[src/rtl/fpmul_pkg.sv]
// fpmul_pkg: shared state type, IEEE-754 constants and result classification
// for the single-precision multiply sequencer.
package fpmul_pkg;
   typedef enum logic [2:0] {S_LOAD, S_UNPACK, S_MUL, S_NORM, S_ROUND, S_SHOW} fpmul_state_t;
   typedef enum logic [1:0] {SP_NONE, SP_QNAN, SP_INF, SP_ZERO} special_t;
   localparam int BIAS = 127;
   localparam int EXP_W = 8;
   localparam int MANT_W = 23;
   localparam logic [31:0] QNAN = 32'h7FC00000;
   localparam logic [31:0] PINF = 32'h7F800000;
   localparam int FLAG_NAN = 2;
   localparam int FLAG_INF = 1;
   localparam int FLAG_ZERO = 0;
   function automatic logic [2:0] classify(input logic [31:0] r);
      logic [2:0] f;
      f = '0;
      f[FLAG_NAN] = (&r[30:23]) && (|r[22:0]);
      f[FLAG_INF] = (&r[30:23]) && !(|r[22:0]);
      f[FLAG_ZERO] = !(|r[30:0]);
      return f;
   endfunction
endpackage

[src/rtl/fpmul_sequencer_seq_mult24.sv]
// seq_mult24: 24x24 unsigned shift-add multiplier; the first partial product
// is taken on the start edge so done rises exactly 24 cycles after start.
module seq_mult24 (
   input  logic        clk,
   input  logic        reset,
   input  logic        start,
   input  logic [23:0] a,
   input  logic [23:0] b,
   output logic [47:0] p,
   output logic        done
);
   logic [47:0] mc;
   logic [23:0] mp;
   logic [4:0]  cnt;
   logic        run;
   always_ff @(posedge clk or negedge reset) begin
      if (!reset) begin
         p    <= '0;
         mc   <= '0;
         mp   <= '0;
         cnt  <= '0;
         run  <= 1'b0;
         done <= 1'b0;
      end else if (start) begin
         p    <= b[0] ? {24'b0, a} : 48'b0;
         mc   <= {23'b0, a, 1'b0};
         mp   <= {1'b0, b[23:1]};
         cnt  <= 5'd23;
         run  <= 1'b1;
         done <= 1'b0;
      end else if (run) begin
         p    <= mp[0] ? p + mc : p;
         mc   <= mc << 1;
         mp   <= mp >> 1;
         cnt  <= cnt - 5'd1;
         run  <= cnt != 5'd1;
         done <= cnt == 5'd1;
      end else begin
         done <= 1'b0;
      end
   end
endmodule

[src/rtl/fpmul_sequencer.sv]
// fpmul_sequencer: captures two single-precision operands, multiplies them with
// a fixed 27-cycle latency and presents the rounded product until reset.
module fpmul_sequencer
   import fpmul_pkg::*;
#(
   parameter logic [31:0] QNAN = fpmul_pkg::QNAN
) (
   input  logic        clk,
   input  logic        reset,
   input  logic        inputdata_ready,
   input  logic [31:0] dataA,
   input  logic [31:0] dataB,
   output logic        loaddata,
   output logic [31:0] dataR,
   output logic        busy,
   output logic        done,
   output logic [2:0]  flags
);
   fpmul_state_t      state;
   special_t          spec, spec_d;
   logic [31:0]       ra, rb, res;
   logic              sign, guard, sticky, rnd_up, mdone;
   logic [EXP_W-1:0]  ea, eb;
   logic [MANT_W-1:0] mant;
   logic [MANT_W:0]   mant_r;
   logic signed [9:0] e, e_r;
   logic [47:0]       p;
   logic              a_zero, b_zero, a_inf, b_inf, a_nan, b_nan;
   assign a_zero = ra[30:23] == '0;
   assign b_zero = rb[30:23] == '0;
   assign a_inf  = (&ra[30:23]) && !(|ra[22:0]);
   assign b_inf  = (&rb[30:23]) && !(|rb[22:0]);
   assign a_nan  = (&ra[30:23]) && (|ra[22:0]);
   assign b_nan  = (&rb[30:23]) && (|rb[22:0]);
   assign spec_d = (a_nan || b_nan || (a_inf && b_zero) || (b_inf && a_zero)) ? SP_QNAN :
                   (a_inf || b_inf) ? SP_INF : (a_zero || b_zero) ? SP_ZERO : SP_NONE;
   seq_mult24 u_mult (
      .clk  (clk),
      .reset(reset),
      .start(state == S_UNPACK),
      .a    ({!a_zero, ra[22:0]}),
      .b    ({!b_zero, rb[22:0]}),
      .p    (p),
      .done (mdone)
   );
   // Carry out of the rounded mantissa leaves the fraction bits at zero, so only e moves.
   assign rnd_up = guard && (sticky || mant[0]);
   assign mant_r = {1'b0, mant} + {{MANT_W{1'b0}}, rnd_up};
   assign e_r    = e + $signed({9'b0, mant_r[MANT_W]});
   assign res = spec == SP_QNAN ? QNAN :
                (spec == SP_INF || e_r >= 10'sd255) ? (PINF | {sign, 31'b0}) :
                (spec == SP_ZERO || e_r <= 10'sd0) ? {sign, 31'b0} :
                {sign, e_r[EXP_W-1:0], mant_r[MANT_W-1:0]};
   always_ff @(posedge clk or negedge reset) begin
      if (!reset) begin
         state    <= S_LOAD;
         loaddata <= 1'b1;
         busy     <= 1'b0;
         done     <= 1'b0;
         dataR    <= '0;
         flags    <= '0;
         ra       <= '0;
         rb       <= '0;
         sign     <= 1'b0;
         ea       <= '0;
         eb       <= '0;
         spec     <= SP_NONE;
         mant     <= '0;
         guard    <= 1'b0;
         sticky   <= 1'b0;
         e        <= '0;
      end else begin
         case (state)
            S_LOAD: if (inputdata_ready) begin
               ra    <= dataA;
               rb    <= dataB;
               busy  <= 1'b1;
               state <= S_UNPACK;
            end
            S_UNPACK: begin
               sign  <= ra[31] ^ rb[31];
               ea    <= ra[30:23];
               eb    <= rb[30:23];
               spec  <= spec_d;
               state <= S_MUL;
            end
            S_MUL: if (mdone) state <= S_NORM;
            S_NORM: begin
               mant   <= p[47] ? p[46:24] : p[45:23];
               guard  <= p[47] ? p[23] : p[22];
               sticky <= p[47] ? |p[22:0] : |p[21:0];
               e      <= $signed({2'b0, ea}) + $signed({2'b0, eb}) - 10'(p[47] ? BIAS - 1 : BIAS);
               state  <= S_ROUND;
            end
            S_ROUND: begin
               dataR    <= res;
               flags    <= classify(res);
               loaddata <= 1'b0;
               busy     <= 1'b0;
               done     <= 1'b1;
               state    <= S_SHOW;
            end
            S_SHOW: state <= S_SHOW;
            default: state <= S_LOAD;
         endcase
      end
   end
endmodule

[config.mk]
export PLATFORM = sky130hd
export DESIGN_NAME = fpmul_sequencer
export DESIGN_NICKNAME = d
export VERILOG_FILES = /design/src/rtl/fpmul_pkg.sv /design/src/rtl/fpmul_sequencer_seq_mult24.sv /design/src/rtl/fpmul_sequencer.sv
export SDC_FILE = /design/constraint.sdc
export NUM_CORES = 1
export LEC_CHECK = 0
export CAP_MARGIN = 30
export CORE_MARGIN = 2
export CORE_UTILIZATION = 40
export CTS_CLUSTER_DIAMETER = 200
export DETAILED_ROUTE_END_ITERATION = 12
export GPL_TIMING_DRIVEN = 0
export PLACE_DENSITY = 0.55
export SLEW_MARGIN = 0
export SYNTH_ARGS = -nofsm -noshare
export SYNTH_HDL_FRONTEND = slang
export SYNTH_SLANG_ARGS = --single-unit
[constraint.sdc]
create_clock -name clk -period 6.7 [get_ports clk]
set_clock_uncertainty 0.1 [all_clocks]
set_input_delay 1.005 -clock clk [delete_from_list [all_inputs] [get_ports clk]]
set_output_delay 1.005 -clock clk [all_outputs]
set_load 0.01 [all_outputs]
; ---- After elaboration in Yosys (flattened, before gate mapping)
; Cells that the tools add are included.
[totals]
reg_bits = 286
latch_bits = 0
ram_bits = 0
rom_bits = 0
inputBits = 67
output_inout_bits = 38
elab_cells = 115
n_memories = 0
[classes]
add_sub_neg = 6
multipliers = 0
div = 0
order_cmp = 2
n_eq_ne = 12
n_shift = 0
mux = 29
bitwise_logic = 1
reduce_logical = 43
[op_table]
columns = operator, count
row1 = $mux 48, 5
row2 = $reduce_or 23->1, 4
row3 = $mux 24, 3
row4 = $mux 31, 2
row5 = $add 48x48->48, 1
row6 = $mux 32, 1
row7 = $reduce_or 31->1, 1
row8 = $add 23x1->24, 1
row9 = $reduce_and 8->1, 3
row10 = $mux 23, 1
row11 = $reduce_or 22->1, 1
row12 = $logic_not 8->1, 2
row13 = $pmux 3 s5, 1
row14 = $add 10x2->10, 1
row15 = $ge 10x9->1 const B, 1
row16 = $le 10x1->1 const B, 1
row17 = $mux 5, 2
row18 = $sub 9x7->10, 1
row19 = $add 8x8->9, 1
row20 = $logic_and 1x1->1, 9
row21 = $logic_or 1x1->1, 8
row22 = $mux 1, 8
row23 = $reduce_and 2->1, 4
row24 = $eq 3x2->1 const B, 2
row25 = other kinds (17), 29

; ---- Depth between registers and ports, before layout
[depth]
depth_word = 12
ltp_mapped = 21
mapped_depth_nobuf = 20

; ---- Modules after synthesis
; A second synthesis with hierarchy kept.
[hier_totals]
hier_cells = 1607
area_unflattened_um2 = 15859.0
[modules_own_cells]
columns = module, instances, cells_per_inst, area_per_inst_um2, seq_area_each_um2
row1 = seq_mult24, 1, 883, 7953.9, 3128.0
row2 = fpmul_sequencer, 1, 724, 7905.1, 3980.1

; ---- Least setup slack after synthesis
; Ideal clock, no wire load.
[synth_path]
path_kind = register -> register
startpoint = reg mant[5]
endpoint = reg dataR[11]
setup_ps = 133
arrival_time_ps = 3430
required_time_ps = 6467
path_slack_ps = 3037
path_stages_with_launch = 22
path_buffers = 1
period_less_slack_ps = 3663
path_cell_list = dfrtp_1 and3_1 and3_1 nand2_1 nor2_1 and3_1 and2_1 nand2_1 nor2_1 ha_1 ha_1 nand3_1 nor2_1 xor2_1 nand3b_1 nand2_1 nand2_1 nand3_2 nor2_1 nand2_1 clkbuf_1 o21ai_0
[synth_between]
elab_chain_len = 7
elab_cells_between_ends = 9
cone_classes = add/sub: 2 / order compare: 2 / mux: 3 / reduce/logical: 2
[synth_rtl]
columns = item, line
row1 = start: declaration, fpmul_sequencer.sv:24  ; logic [MANT_W-1:0] mant;
row2 = start signal: assignment, fpmul_sequencer.sv:89  ; mant <= p[47] ? p[46:24] : p[45:23];
row3 = $add 23x1->24 *, fpmul_sequencer.sv:48  ; assign mant_r = {1'b0, mant} + {{MANT_W{1'b0}}, rnd_up};
row4 = $add 10x2->10, fpmul_sequencer.sv:49  ; assign e_r = e + $signed({9'b0, mant_r[MANT_W]});
row5 = $le 10x1->1, fpmul_sequencer.sv:52  ; (spec == SP_ZERO || e_r <= 10'sd0) ? {sign, 31'b0} :
row6 = $logic_or 1x1->1, fpmul_sequencer.sv:52
row7 = $mux 31, fpmul_sequencer.sv:52
row8 = $mux 31 *, fpmul_sequencer.sv:51  ; (spec == SP_INF || e_r >= 10'sd255) ? (PINF | {sign, 31'b0}) :
row9 = $mux 32 *, fpmul_sequencer.sv:50  ; assign res = spec == SP_QNAN ? QNAN :
row10 = end signal: assignment, fpmul_sequencer.sv:96  ; dataR <= res;
row11 = end: declaration, fpmul_sequencer.sv:14  ; output logic [31:0] dataR,
; Every way passes the cells marked *; elsewhere a longest branch is shown, timed or not.
; A chain may end at the register's enable or synchronous reset.

; ---- Worst setup path after layout
[layout_path]
startpoint = reg mant[0]
endpoint = reg dataR[17]
[layout_between]
elab_chain_len = 9
elab_cells_between_ends = 11
cone_classes = add/sub: 2 / order compare: 2 / mux: 3 / reduce/logical: 4
[layout_rtl]
columns = item, line
row1 = $logic_or 1x1->1, fpmul_sequencer.sv:47  ; assign rnd_up = guard && (sticky || mant[0]);
row2 = $logic_and 1x1->1, fpmul_sequencer.sv:47
row3 = $add 23x1->24 *, fpmul_sequencer.sv:48
row4 = $add 10x2->10, fpmul_sequencer.sv:49
row5 = $le 10x1->1, fpmul_sequencer.sv:52
row6 = $logic_or 1x1->1, fpmul_sequencer.sv:52
row7 = $mux 31, fpmul_sequencer.sv:52
row8 = $mux 31 *, fpmul_sequencer.sv:51
row9 = $mux 32 *, fpmul_sequencer.sv:50
; Marks and branches as above.

==> insert_results.sql <==
INSERT INTO impl_metrics (metric_group, metric, value, unit) VALUES
('grt', 'groute.layer.met1.usage', '27.6', '%'),
('critical_path', 'worstSetupEndpointType', 'flip-flop', ''),
('finish', 'flow.area_growth_from_synthesis', '18.4', '%'),
('yosys', 'portion_of_netlist_area_occupied_by_mux_cells', '11.3', '%'),
('routing', 'drt_first_iter_violations', '620', ''),
('routing', 'vias', '11937', ''),
('routing', 'routed_wl', '39.6', 'mm'),
('sta', 'finalHoldWorstSlack', '0.315', 'ns'),
('sta', 'clock.fmax', '222', 'MHz'),
('critical_path', 'cp_slowest_stage_delay', '0.37', 'ns'),
('clock_tree', 'cts.sinks', '284', ''),
('yosys', 'dominant_combinational_cell_family_by_area_after_synthesis', 'compound AO/OA/AOI/OAI gates', ''),
('routing', 'ant_nets', '0', ''),
('yosys', 'netlist-cell-type-count', '72', ''),
('status', 'outcome', 'finished, final reports clean', ''),
('die', 'coreArea', '0.0377', 'mm2'),
('sta', 'final-setup-viol-count', '0', ''),
('finish', 'final_net_count', '1857', ''),
('clock_tree', 'clock_tree.buffer_depth', '3', ''),
('sta', 'slew_violations', '0', ''),
('routing', 'drt-wirelength-per-cell', '17.6', 'um'),
('yosys', 'syn-num-nets', '1714', ''),
('die', 'placement_rows', '71', ''),
('yosys', 'synth_top_cell_by_area', 'sky130_fd_sc_hd__dfrtp_1', ''),
('grt', 'grt_max_degree', '101', ''),
('die', 'initial_utilization', '40.6', '%'),
('grt', 'globalRouteMet2Util', '34.4', '%'),
('grt', 'antenna_found_initial', '0', ''),
('grt', 'first_global_vias', '12052', ''),
('yosys', 'synthesis.yosys.warnings', '0', ''),
('yosys', 'synth_edf_count', '0', ''),
('yosys', 'synth-seq-cells', '284', ''),
('die', 'dieArea', '0.0398', 'mm2'),
('yosys', 'post-synth-top-area-fraction', '46.3', '%'),
('place', 'detailedPlacementHpwl', '29.7', 'mm'),
('yosys', 'async_flop_share', '100', '%'),
('sta', 'timing.final.hold_violations', '0', ''),
('yosys', 'seq_area_frac_synth', '46.4', '%'),
('routing', 'detailedRoute.firstPassIterationCount', '5', ''),
('critical_path', 'path_class', 'flip-flop to flip-flop', ''),
('flow_run', 'maxCapViolations', '0', ''),
('yosys', 'synthesis.instances', '1577', ''),
('power', 'p_leak', '8.07', 'nW'),
('yosys', 'synth.top_cells.by_area', 'sky130_fd_sc_hd__dfrtp_1 (46%), sky130_fd_sc_hd__mux2i_1 (6.5%), sky130_fd_sc_hd__nand2_1 (6.3%), sky130_fd_sc_hd__ha_1 (5.6%), sky130_fd_sc_hd__o21ai_0 (5.1%)', ''),
('sta', 'timing.final.crit_period', '4.50', 'ns'),
('critical_path', 'crit_start', 'mant[0]', ''),
('critical_path', 'critical-path-top-delay-family', 'simple AND/OR/NAND/NOR gates', ''),
('place', 'routabilityCongestion', '0.883', ''),
('clock_tree', 'ctsRootBufferMaster', 'sky130_fd_sc_hd__clkbuf_16', ''),
('power', 'power-per-cell-area', '298', 'mW/mm2'),
('grt', 'grt_usage', '20.6', '%'),
('grt', 'grt_pass1_wl', '64.5', 'mm'),
('finish', 'antenna_cells', '0', ''),
('yosys', 'netlist_area', '0.0153', 'mm2'),
('clock_tree', 'cts_tree', 'done', ''),
('sta', 'rsz_0062_raised_after_global_routing', 'no', ''),
('grt', 'global_route.peak_usage_layer', 'met2', ''),
('critical_path', 'worstReg2RegStart', 'mant[0]', ''),
('critical_path', 'reg2reg_setup_slack', '2.20', 'ns'),
('place', 'portBuffers', '104', ''),
('clock_tree', 'post_cts_resize_count', '0', ''),
('grt', 'grt-ovfl-total', '0', ''),
('finish', 'layout.cells.non_filler', '2248', ''),
('clock_tree', 'cts_hold_buf', '0', ''),
('sta', 'post-route-period-util', '67.2', '%'),
('sta', 'worst-slew-pin-transition', '1.11', 'ns'),
('place', 'dp_cells', '2195', ''),
('routing', 'detail_route.drc_violations', '0', ''),
('finish', 'drive_above_1_share', '7.71', '%'),
('yosys', 'synth_ff_type', 'sky130_fd_sc_hd__dfrtp_1', ''),
('die', 'die_w', '200', 'um');
-- stage by stage --
step / TNS [ns] / total power, mW / setup slack, ns / cell area, um2 / util (%)
5_1_grt: 0 / 5.74 / 1.65 / 18100 / 48.1
2_1_floorplan: 0 / 3.19 / 3.04 / 15300 / -
3_3_place_gp: -2288.90 / 3.64 / -8.10 / 17000 / 45.1
4_1_cts: 0 / 5.46 / 2.06 / 18100 / 48.1
3_5_place_dp: 0 / 3.67 / 2.08 / 17100 / 45.3
6_report: 0 / 5.39 / 2.20 / 18100 / 48.1
-- synth_stat cells, drive strengths merged (15+ instances only) --
library cell    n
dfrtp         283
nand2         255
o21ai         157
a21oi         108
mux2i          99
nor2           83
clkbuf         72
ha             68
mux2           65
nand3          45
xnor2          40
xor2           33
a21o           30
inv            23
nor4           21
buf            17
nand4          15
nor3           15
-- registers in the layout, indices dropped and copies added, names as in the netlist, 2 cells and up --
signal,cells
u_mult.mp,23
rb,32
u_mult.mc,47
state,3
eb,8
ea,8
ra,32
u_mult.cnt,5
spec,2
flags,3
mant,23
dataR,32
u_mult.p,48
e,10
-- power breakdown --
part	leakage (nW)	switching (mW)	internal, mW
Clock	0.509	0.699	1.05
Sequential	3.64	0.291	2.00
Combinational	3.92	0.723	0.630
Total	8.07	1.71	3.68
-- cell families (layout without fill, tap and decap cells) --
logic type                 Yosys count  in the layout
AOI/OAI and AO/OA                  378            378
xor gates and xnor gates            73             73
adders and majority gates           71             71
buffers and inverters              112            272
DFF                                284            284
muxes                              164            164
and+or+nand+nor                    495            495
-- layout by cell type, fill, tap and decap left out, drive strengths merged, types with 4 or more instances in the layout --
cell           count
a221oi             4
o31a               4
nand3             45
and2               6
a21oi            108
o21ai            157
nor2              83
o211ai             4
nand2b             9
nor3b              5
a211oi            11
clkbuf           120
ha                68
and3              13
nor3              15
nor4b              5
nand2            255
a31oi             13
o21a               8
o21bai             4
xor2              33
buf               21
clkdlybuf4s50    103
xnor2             40
nand4             15
a41oi              4
nor4              21
nor2b              8
o31ai              5
dfrtp            283
inv               24
mux2i             99
a21o              30
mux2              65
-- final timing paths --
kind / to / cells after the start
max in group asynchronous: loaddata / 4
max reg2reg: dataR[17] / 21
min reg2reg: dataR[9] / 2
min in group clk: dataR[9] / 2
max: dataR[17] / 21
min: rb[13] / 1
-- cell type report --
class	count	area (um2)	share of cell area [%]
Buffer	89	335	1.85
Clock buffer	48	985	5.44
Clock inverter	5	56.3	0.311
Inverter	23	86.3	0.477
Multi-Input combinational cell	1181	7780	42.9
Sequential cell	284	7110	39.2
Tap cell	511	639	3.53
Timing Repair Buffer	107	1130	6.23
-- routing by layer --
layer / vias to the layer above / wire (um)
li1: 5916 / -
met1: 5735 / 18500
met2: 223 / 18600
met3: 63 / 1510
met4: 0 / 961
met5: - / 0
Note: power is estimated with default switching activity, not from simulation.
